===== src/rtl/snoop_bus_arbiter.sv =====
// rtl/snoop_bus_arbiter.sv - round-robin snoop bus arbiter with peer snoop broadcast and response collection
module snoop_bus_arbiter #(
    parameter int NUM_CACHES    = 2,
    parameter int SNOOP_TIMEOUT = 15
) (
    input  logic                      clk,
    input  logic                      rst_n,
    input  logic [NUM_CACHES-1:0]     req_query,
    input  logic [NUM_CACHES*32-1:0]  req_addr,
    input  logic [NUM_CACHES*3-1:0]   req_cmd,
    output logic [NUM_CACHES-1:0]     bus_ready,
    output logic [NUM_CACHES*2-1:0]   bus_resp,
    output logic [255:0]              resp_data,
    output logic [NUM_CACHES-1:0]     snoop_valid,
    output logic [31:0]               snoop_addr,
    output logic [2:0]                snoop_cmd,
    input  logic [NUM_CACHES-1:0]     snoop_ack,
    input  logic [NUM_CACHES-1:0]     snoop_hit,
    input  logic [NUM_CACHES*256-1:0] snoop_data
);

    localparam int          IW       = (NUM_CACHES > 1) ? $clog2(NUM_CACHES) : 1;
    localparam logic [15:0] TMO      = 16'(SNOOP_TIMEOUT);
    localparam logic [2:0]  CMD_READ = 3'b001;
    localparam logic [2:0]  CMD_INV  = 3'b010;

    typedef enum logic [1:0] {IDLE, CAPTURE, SNOOP, RESP} state_t;

    state_t                      state;
    logic [IW-1:0]               win;
    logic [IW-1:0]               rr_ptr;
    logic [NUM_CACHES-1:0]       done_q;
    logic [NUM_CACHES-1:0]       hit_q;
    logic [NUM_CACHES*256-1:0]   data_q;
    logic [15:0]                 tmo_cnt;

    logic [NUM_CACHES-1:0]       rot;
    logic [IW-1:0]               off;
    logic [IW:0]                 sum;
    logic [IW-1:0]               pick;
    logic [IW-1:0]               pick_next;
    logic [NUM_CACHES-1:0]       pick_oh;
    logic [NUM_CACHES-1:0]       win_oh;
    logic [NUM_CACHES-1:0]       peers;
    logic [2:0]                  cap_cmd;
    logic [31:0]                 cap_addr;
    logic [255:0]                sel_data;
    logic [NUM_CACHES*2-1:0]     resp_ack;
    logic [NUM_CACHES*2-1:0]     resp_miss;
    logic                        all_done;
    logic                        timed_out;

    // Rotate requests so bit 0 is the current round-robin start, then take the lowest set bit.
    always_comb begin
        rot = NUM_CACHES'({req_query, req_query} >> rr_ptr);
        off = '0;
        for (int k = NUM_CACHES - 1; k >= 0; k--) begin
            if (rot[k]) off = IW'(k);
        end
        sum = {1'b0, rr_ptr} + {1'b0, off};
        if (sum >= (IW+1)'(NUM_CACHES)) sum = sum - (IW+1)'(NUM_CACHES);
        pick      = sum[IW-1:0];
        pick_next = (pick == IW'(NUM_CACHES - 1)) ? '0 : pick + 1'b1;
        pick_oh   = {{(NUM_CACHES-1){1'b0}}, 1'b1} << pick;
    end

    always_comb begin
        win_oh    = {{(NUM_CACHES-1){1'b0}}, 1'b1} << win;
        peers     = ~win_oh;
        cap_cmd   = '0;
        cap_addr  = '0;
        sel_data  = '0;
        resp_ack  = '0;
        resp_miss = '0;
        for (int k = 0; k < NUM_CACHES; k++) begin
            if (win == IW'(k)) begin
                cap_cmd  = req_cmd[k*3 +: 3];
                cap_addr = req_addr[k*32 +: 32];
            end
            resp_ack[k*2 +: 2]  = win_oh[k] ? 2'b01 : 2'b00;
            resp_miss[k*2 +: 2] = win_oh[k] ? 2'b10 : 2'b00;
        end
        // Lowest-index hitting peer supplies the line.
        for (int k = NUM_CACHES - 1; k >= 0; k--) begin
            if (hit_q[k]) sel_data = data_q[k*256 +: 256];
        end
        all_done  = &(done_q | win_oh);
        timed_out = (TMO != 16'd0) && ((tmo_cnt + 16'd1) == TMO);
    end

    always_ff @(posedge clk or negedge rst_n) begin
        if (!rst_n) begin
            state       <= IDLE;
            win         <= '0;
            rr_ptr      <= '0;
            done_q      <= '0;
            hit_q       <= '0;
            data_q      <= '0;
            tmo_cnt     <= '0;
            bus_ready   <= '0;
            bus_resp    <= '0;
            resp_data   <= '0;
            snoop_valid <= '0;
            snoop_addr  <= '0;
            snoop_cmd   <= '0;
        end else begin
            bus_ready <= '0;
            bus_resp  <= '0;
            resp_data <= '0;
            case (state)
                IDLE: begin
                    if (|req_query) begin
                        win       <= pick;
                        rr_ptr    <= pick_next;
                        bus_ready <= pick_oh;
                        state     <= CAPTURE;
                    end
                end
                CAPTURE: begin
                    if (cap_cmd == CMD_READ || cap_cmd == CMD_INV) begin
                        snoop_cmd   <= cap_cmd;
                        snoop_addr  <= cap_addr & ~32'h1F;
                        snoop_valid <= peers;
                        done_q      <= '0;
                        hit_q       <= '0;
                        data_q      <= '0;
                        tmo_cnt     <= '0;
                        state       <= SNOOP;
                    end else begin
                        bus_resp <= resp_miss;
                        state    <= IDLE;
                    end
                end
                SNOOP: begin
                    for (int k = 0; k < NUM_CACHES; k++) begin
                        if (peers[k] && !done_q[k] && snoop_ack[k]) begin
                            done_q[k]      <= 1'b1;
                            hit_q[k]       <= snoop_hit[k];
                            snoop_valid[k] <= 1'b0;
                            if (snoop_hit[k]) data_q[k*256 +: 256] <= snoop_data[k*256 +: 256];
                        end
                    end
                    tmo_cnt <= tmo_cnt + 16'd1;
                    if (all_done || timed_out) begin
                        snoop_valid <= '0;
                        state       <= RESP;
                    end
                end
                RESP: begin
                    if (snoop_cmd == CMD_READ) begin
                        if (|hit_q) begin
                            bus_resp  <= resp_ack;
                            resp_data <= sel_data;
                        end else begin
                            bus_resp <= resp_miss;
                        end
                    end else begin
                        bus_resp <= resp_ack;
                    end
                    snoop_cmd  <= '0;
                    snoop_addr <= '0;
                    state      <= IDLE;
                end
                default: state <= IDLE;
            endcase
        end
    end

endmodule

===== config.mk =====
export PLATFORM = sky130hd
export DESIGN_NAME = snoop_bus_arbiter
export DESIGN_NICKNAME = d
export VERILOG_FILES = /design/src/rtl/snoop_bus_arbiter.sv
export SDC_FILE = /design/constraint.sdc
export NUM_CORES = 1
export LEC_CHECK = 0
export ABC_AREA = 1
export CORE_AREA = 2 2 341 343
export CTS_CLUSTER_SIZE = 30
export DETAILED_ROUTE_END_ITERATION = 10
export DIE_AREA = 0 0 343 345
export GPL_TIMING_DRIVEN = 0
export PLACE_DENSITY = 0.64
export RECOVER_POWER = 50
export SLEW_MARGIN = 20
export SYNTH_ARGS = -nofsm -noshare
export SYNTH_HDL_FRONTEND = slang
export SYNTH_SLANG_ARGS = --single-unit

===== constraint.sdc =====
create_clock -name clk -period 5.01 [get_ports clk]
set_input_delay 0.7515 -clock clk [delete_from_list [all_inputs] [get_ports clk]]
set_output_delay 0.7515 -clock clk [all_outputs]
set_load 0.02 [all_outputs]

==> summary.md, run 1 <==
| Metric | Value |
|---|---|
| Status | `finished, violations left` |
| Failing checks | `capacitance limit, slew limit` |
| Comb power frac | `33.4%` |
| CTS buffer count | `93` |
| Die footprint | `118000 sq um` |
| Post-cts resize count | `0` |
| Avg Synthesized Cell Area | `9.13 sq um` |
| CP Class | `reg -> reg` |
| Post-synth top area share | `61.2%` |
| Initial antenna violation count | `56` |
| DRC Markers | `0` |
| Setup TNS | `0 ns` |
| Setup Skew | `0.0177 ns` |
| Pwr/cell area | `495 nW/um^2` |
| Layout Cells excl Fill | `6338` |
| DR vias/cell | `4.97` |
| Post-CTS Hold Fix Bufs | `1` |
| Post-synth ARST share | `100%` |
| First-pass DRT Iterations | `6` |
| Root Driver | `clkbuf_16` |
| Slew headroom | `-32.7%` |
| Total GRT Usage | `24.5%` |
| Area of the core | `115000 sq um` |
| Max VDD drop | `0.303 mV` |
| Fmax | `258 MHz` |
| Io pins | `889` |
| Worst r2r src | `win` |
| Post-detail-place hpwl | `113000 microns` |
| Final GP Congestion | `0.937` |
| RSZ-0062 raised after global routing | `no` |
| Post-CTS Setup Bufs | `0` |
| Synthesis-stage register bit count | `830` |
| Area contributors post-synth | `dfrtp_1 (61%), nand3_1 (7.8%), nand2_1 (5.9%)` |
| Final period utilization | `77.4%` |
| Crit path launch type | `flip-flop` |
| Slew Viols, Final | `269` |
| Crit. End Element | `flip-flop` |
| Layout cells sized above 1 | `5.40%` |
| Area leader, netlist | `dfrtp_1` |
| Clock Tree Buf Depth | `3` |
| Actual slew at the worst max-slew pin | `1.99 ns` |
| DRT iter0 DRCs | `2670` |
| Routed len/inst | `23.5 microns` |
| Largest net degree at the start of global routing | `142` |
| WP data arrival | `4.49 ns` |
| DR vias | `31500` |
| CTS sink count | `830` |
| Die height | `345 microns` |
| Final nets | `5303` |
| Post-synth top cells | `dfrtp_1 (830), nand2_1 (531), nand3_1 (529)` |
| Count of different cell masters after synthesis | `30` |
| Top_reg_cell synth | `dfrtp_1` |
| Reg clk slew, reported paths | `0.06 ns` |
| Setup crit end | `data_q[42]` |
| R2R Path End | `data_q[42]` |
| Cell with the most instances after synthesis | `dfrtp_1` |
| Worst Reg-to-Reg Cells | `13` |
| Overflow after GRT | `0` |
| Cells after DPL | `6134` |
| Req. time, crit path | `5.62 ns` |
| Hold WS | `0.483 ns` |
| Vias in the first global route | `31100` |
| Post-Syn Area | `34000 sq um` |
| Critical Path Source | `win` |
| Tmin final | `3.88 ns` |
| Static leakage | `22.3 nW` |
| Post-synth EDFFs | `0` |
| Chip Width | `343 microns` |
| Final Hold Fails | `0` |
| Post-synthesis sequential area ratio | `61.2%` |
| H-tree lvl count | `3` |
| Sw Share | `39.1%` |
| Routed WL | `149000 microns` |
| Synth Instances | `3720` |
| Setup violators final | `0` |
| Internal power | `14.5 mW` |
| Initial core utilization | `29.5%` |
| Antenna-violating nets left | `0` |
| Max-cap violations | `2` |
| IO Port Bufs | `873` |
| Floorplan row count | `125` |
| Reg2reg setup slack | `1.13 ns` |
| Yosys warning count | `0` |
| Crit path max fanout | `10` |
| CTS tree | `done` |
| Clock share of power | `29.2%` |
| Clk Latency, worst-skew pair | `0.69 ns` |
| Global-route wire length before repair | `213000 microns` |
| Switch Pwr | `9.32 mW` |
| Total power draw | `23.8 mW` |
| P&R area growth vs syn | `41.7%` |
| Sequential power share | `37.4%` |
| Hold Path Class | `reg -> reg` |
critical path, cell delays in order (launching register included):
cell	delay, ns
dfrtp_1	0.35
clkbuf_1	0.42
o21ai_0	0.26
inv_1	0.09
nand2_1	0.05
a21oi_1	0.28
nand2_1	0.10
o21ai_0	0.26
inv_1	0.54
nor2_4	0.47
buf_4	0.42
buf_2	0.34
nand3_1	0.13
nand2_1	0.09
state kept, by name (all words and copies together), names as in the netlist, 2 cells and up, named ones only:
register / flops
data_q: 512
resp_data: 256
snoop_addr: 27
tmo_cnt: 16
bus_resp: 4
snoop_cmd: 3
bus_ready: 2
done_q: 2
hit_q: 2
snoop_valid: 2
power groups by stage:
stage	Sequential, mW	Combinational, mW	Clock (mW)
floorplan	8.84	4.35	0
global placement	9.06	7.76	0
detailed placement	9.00	7.95	0
CTS	8.89	7.99	7.09
global route	9.05	8.75	7.34
finish	8.92	7.95	6.96
stage by stage:
stage	setup slack [ns]	util, %	instance area [sq um]
2_1_floorplan	2.75	-	34000
4_1_cts	1.77	41.8	48100
5_1_grt	0.817	41.8	48100
3_5_place_dp	1.12	39.1	45000
3_3_place_gp	-35.54	38.8	44600
6_report	1.13	41.8	48100
layer usage:
metal,part of all wire [%],up-vias,global-route usage (%)
li1,-,14300,-
met1,41,15600,31.8
met2,47,1207,39.2
met3,7.6,277,5.72
met4,3.9,26,10.5
met5,0.12,-,0
cell families after synthesis:
| group | Yosys count | share of synthesized area, % |
|---|---|---|
| AND/OR/NAND/NOR | 1469 | 18.3 |
| AO/OA/AOI/OAI | 858 | 13.5 |
| flip-flops | 830 | 61.2 |
| buffers and inverters | 553 | 6.71 |
| adder cells (fa/ha/maj) | 7 | 0.258 |
| XOR/XNOR | 2 | 0.0516 |
| other | 1 | 0.0110 |
cell type report:
class                           instances  area, sq um
Clock inverter                         28          330
Fill cell                           11400        67000
Sequential cell                       830        20800
Inverter                              244          916
Timing Repair Buffer                  887         9070
Clock buffer                          135         2740
Tap cell                             1524         1910
Buffer                                309         1370
Antenna cell                           40          100
Multi-Input combinational cell       2341        10900
cells in the final DEF, fill, tap and decap left out, types with 3 or more instances in the layout:
| cell | synthesis | final |
|---|---|---|
| conb_1 | 1 | 5 |
| diode_2 | 0 | 40 |
| nand2_1 | 531 | 531 |
| clkinv_4 | 0 | 3 |
| o22ai_1 | 6 | 6 |
| buf_2 | 43 | 42 |
| buf_1 | 15 | 14 |
| clkinvlp_4 | 0 | 3 |
| inv_2 | 5 | 3 |
| nand4_1 | 6 | 6 |
| buf_4 | 40 | 40 |
| clkbuf_8 | 0 | 23 |
| a21oi_1 | 184 | 185 |
| o31ai_1 | 27 | 27 |
| o21ai_1 | 200 | 199 |
| a211oi_1 | 75 | 75 |
| dfrtp_1 | 830 | 830 |
| buf_16 | 0 | 10 |
| clkbuf_1 | 211 | 222 |
| dlygate4sd3_1 | 0 | 153 |
| clkbuf_2 | 0 | 9 |
| nor3_1 | 6 | 6 |
| clkinv_8 | 0 | 3 |
| bufinv_16 | 0 | 4 |
| nor2_1 | 392 | 392 |
| ha_1 | 7 | 7 |
| nand3_1 | 529 | 529 |
| clkinv_2 | 0 | 11 |
| clkbuf_16 | 0 | 94 |
| inv_1 | 239 | 241 |
| clkdlybuf4s50_1 | 0 | 720 |
| o21ai_0 | 360 | 362 |
how the worst min path moves through the flow:
stage              startpoint              to  slack (ns)  depth (start not counted)
3_3_place_gp   snoop_addr[30]  snoop_addr[30]        0.47                          2
2_1_floorplan        hit_q[1]        hit_q[1]        0.44                          2
3_5_place_dp         hit_q[1]        hit_q[1]        0.47                          2
4_1_cts        snoop_addr[26]  snoop_addr[26]        0.49                          2
6_report       snoop_addr[26]  snoop_addr[26]        0.48                          2
5_1_grt        snoop_addr[26]  snoop_addr[26]        0.50                          2
Power figures use the tool's default switching activity.
==> run 2, diff against run 1 <==
--- a/config.mk
+++ b/config.mk
@@ -11,7 +11,7 @@
 export DETAILED_ROUTE_END_ITERATION = 10
 export DIE_AREA = 0 0 343 345
 export GPL_TIMING_DRIVEN = 0
-export PLACE_DENSITY = 0.64
+export PLACE_DENSITY = 0.66
 export RECOVER_POWER = 50
 export SLEW_MARGIN = 20
 export SYNTH_ARGS = -nofsm -noshare
==> constraint.sdc (replaced) <==
create_clock -name clk -period 3.4 [get_ports clk]
set_input_delay 0.51 -clock clk [delete_from_list [all_inputs] [get_ports clk]]
set_output_delay 0.51 -clock clk [all_outputs]
set_load 0.02 [all_outputs]
==> summary.md, run 2 (synthesized netlist as in run 1, its figures left out) <==
| Metric | Value |
|---|---|
| Status | `completed (was finished, violations left)` |
| Total GRT Usage | `24.5% (about the same)` |
| Critical path, cell by cell | `inv_1, ha_1, buf_2, inv_2, o21ai_0, clkbuf_1, nor2_4, buf_4, buf_2, nand3_1, nand2_1 (was clkbuf_1, o21ai_0, inv_1, nand2_1, a21oi_1, nand2_1, o21ai_0, inv_1, nor2_4, buf_4, buf_2, nand3_1, nand2_1)` |
| CTS sink count | `830 (unchanged)` |
| DR vias/cell | `5.00 (was 4.97)` |
| IO Port Bufs | `873 (unchanged)` |
| Most frequent cells in the layout | `dfrtp_1 (830), clkdlybuf4s50_1 (578), nand2_1 (531) (was dfrtp_1 (830), clkdlybuf4s50_1 (720), nand2_1 (531))` |
| First-pass DRT Iterations | `6 (unchanged)` |
| Crit. End Element | `flip-flop (unchanged)` |
| DR vias | `31800 (was 31500)` |
| Initial antenna violation count | `57 (was 56)` |
| Die footprint | `118000 sq um (unchanged)` |
| Regs by FF count | `data_q x512, resp_data x256, snoop_addr x27 (unchanged)` |
| Area of the core | `115000 sq um (unchanged)` |
| Cell area after layout | `48300 sq um (was 48100 sq um)` |
| Top reg by flops | `data_q (unchanged)` |
| Routed len/inst | `23.4 microns (was 23.5 microns)` |
| Reg clk slew, reported paths | `0.06 ns (about the same)` |
| Final period utilization | `96.9% (was 77.4%)` |
| Vias in the first global route | `31900 (was 31100)` |
| Die height | `345 microns (unchanged)` |
| Critical Path Source | `state[0] (was win)` |
| Commonest non-fill, non-tap cell in the layout | `dfrtp_1 (unchanged)` |
| P&R area growth vs syn | `42.2% (was 41.7%)` |
| H-tree lvl count | `3 (unchanged)` |
| CTS buffer count | `95 (was 93)` |
| Actual slew at the worst max-slew pin | `1.13 ns (was 1.99 ns)` |
| WP data arrival | `3.84 ns (was 4.49 ns)` |
| Setup crit end | `data_q[443] (was data_q[42])` |
| Floorplan row count | `125 (unchanged)` |
| CTS tree | `done (unchanged)` |
| Tmin final | `3.29 ns (was 3.88 ns)` |
| Post-route setup slack | `0.107 ns (was 1.13 ns)` |
| Largest net degree at the start of global routing | `144 (was 142)` |
| Fmax | `304 MHz (was 258 MHz)` |
| Static leakage | `22.9 nW (was 22.3 nW)` |
| Post-detail-place hpwl | `113000 microns (about the same)` |
| Antenna-violating nets left | `0 (unchanged)` |
| Setup violators final | `0 (unchanged)` |
| Overflow after GRT | `0 (unchanged)` |
| Reg2reg setup slack | `0.11 ns (was 1.13 ns)` |
| Req. time, crit path | `3.94 ns (was 5.62 ns)` |
| Slew Viols, Final | `0 (was 269)` |
| Worst Reg-to-Reg Cells | `11 (was 13)` |
| Initial core utilization | `29.5% (unchanged)` |
| Slew headroom | `24.6% (was -32.7%)` |
| Routed WL | `149000 microns (about the same)` |
| RSZ-0062 raised after global routing | `no (unchanged)` |
| Chip Width | `343 microns (unchanged)` |
| Most used cell along the critical path | `buf_2 (was nand2_1)` |
| Critical path depth in cells | `11 (was 13)` |
| Worst r2r src | `state[0] (was win)` |
| Final Hold Fails | `0 (unchanged)` |
| Hold WS | `0.351 ns (was 0.483 ns)` |
| Slowest cell on the critical path | `o21ai_0 (was inv_1)` |
| Global-route wire length before repair | `213000 microns (about the same)` |
| Top delay family on crit path | `buffers and inverters (unchanged)` |
| DRT iter0 DRCs | `2587 (was 2670)` |
| DRC Markers | `0 (unchanged)` |
| Setup TNS | `0 ns (unchanged)` |
| Clock Tree Buf Depth | `3 (unchanged)` |
| Pwr/cell area | `732 nW/um^2 (was 495 nW/um^2)` |
| Pre-CTS setup slack | `-0.276 ns (was 1.12 ns)` |
| R2R Path End | `data_q[443] (was data_q[42])` |
| Setup Skew | `0.0350 ns (was 0.0177 ns)` |
| Crit path max fanout | `10 (unchanged)` |
| Clk Latency, worst-skew pair | `0.68 ns (was 0.69 ns)` |
| Slowest stage delay, CP | `0.68 ns (was 0.54 ns)` |
| Crit path launch type | `flip-flop (unchanged)` |
| CP Class | `reg -> reg (unchanged)` |
| Io pins | `889 (unchanged)` |
| DP Area | `44900 sq um (was 45000 sq um)` |
| Max reg flops | `512 (unchanged)` |
| Final nets | `5305 (was 5303)` |
| Max-cap violations | `0 (was 2)` |
| Max VDD drop | `0.372 mV (was 0.303 mV)` |
| Hold Path Class | `in -> async (was reg -> reg)` |
| Layout cells sized above 1 | `5.70% (was 5.40%)` |
| Buffers & Inverters on Critical Path | `6 (was 5)` |
| Root Driver | `clkbuf_16 (unchanged)` |
| Final GP Congestion | `0.960 (was 0.937)` |
run 2: cell types whose count changed in the layout (fill, tap and decap cells not counted), sizes merged:
| cell | delta |
|---|---|
| clkinv | +2 |
| diode | +2 |
| clkbuf | +2 |
| inv | +2 |
| bufinv | +4 |
| dlygate4sd3 | +142 |
| buf | +3 |
| clkdlybuf4s50 | -142 |
run 2: how the worst min path moves through the flow:
| stage | start | endpoint | depth (start not counted) |
|---|---|---|---|
| after global routing | rst_n | data_q[71] | 2 |
| after detailed placement | rst_n | resp_data[69] | 1 |
| after CTS | rst_n | resp_data[69] | 2 |
| after floorplan | rst_n | asynchronous set/reset pin | 0 |
| after global placement | hit_q[1] | hit_q[1] | 2 |
| final | rst_n | data_q[65] | 2 |
run 2: power breakdown:
part	internal (mW)	leakage, nW	switching (mW)
clock	6.26	1.58	4.38
sequential	12.0	11.5	1.03
combinational	3.42	9.80	8.28
total	21.7	22.9	13.7
run 2: worst register-to-register path: cells and delay by family, from the launching register on:
family | cells | cell delay (ns)
flip-flops | 1 | 0.43
AND/OR/NAND/NOR | 3 | 0.33
adder cells (fa/ha/maj) | 1 | 0.17
buffers and inverters | 6 | 1.56
AO/OA/AOI/OAI | 1 | 0.68
run 2: through the flow:
step	utilization, %	std cells	power (mW)
floorplan	-	3724	19.4
global placement	38.8	6121	24.6
detailed placement	39.0	6132	24.8
CTS	41.9	6311	35.6
global route	41.9	6346	37.3
finish	42.0	6353	35.4
run 2: layout make-up:
cell class | instances | area [sq um]
Fill cell | 11300 | 66800
Sequential cell | 830 | 20800
Multi-Input combinational cell | 2341 | 10900
Timing Repair Buffer | 887 | 9060
Clock buffer | 140 | 2760
Tap cell | 1524 | 1910
Buffer | 309 | 1380
Inverter | 244 | 916
Clock inverter | 36 | 465
Antenna cell | 42 | 105
run 2: per-layer routing:
metal | GRT usage, % | routed length, microns | share of wire [%]
met5 | 0 | 142 | 0.096
met4 | 12.9 | 7500 | 5.0
met3 | 6.29 | 12500 | 8.4
met2 | 38.8 | 69200 | 47
met1 | 30.7 | 59300 | 40
run 2: what timing repair did:
action	4_1_cts	5_1_grt
setup buffers	2	0
gates resized for setup	1	7
endpoints found under the hold margin	43	0
endpoints found under the setup margin	2	12
hold buffers	1	0
pin swaps	1	0
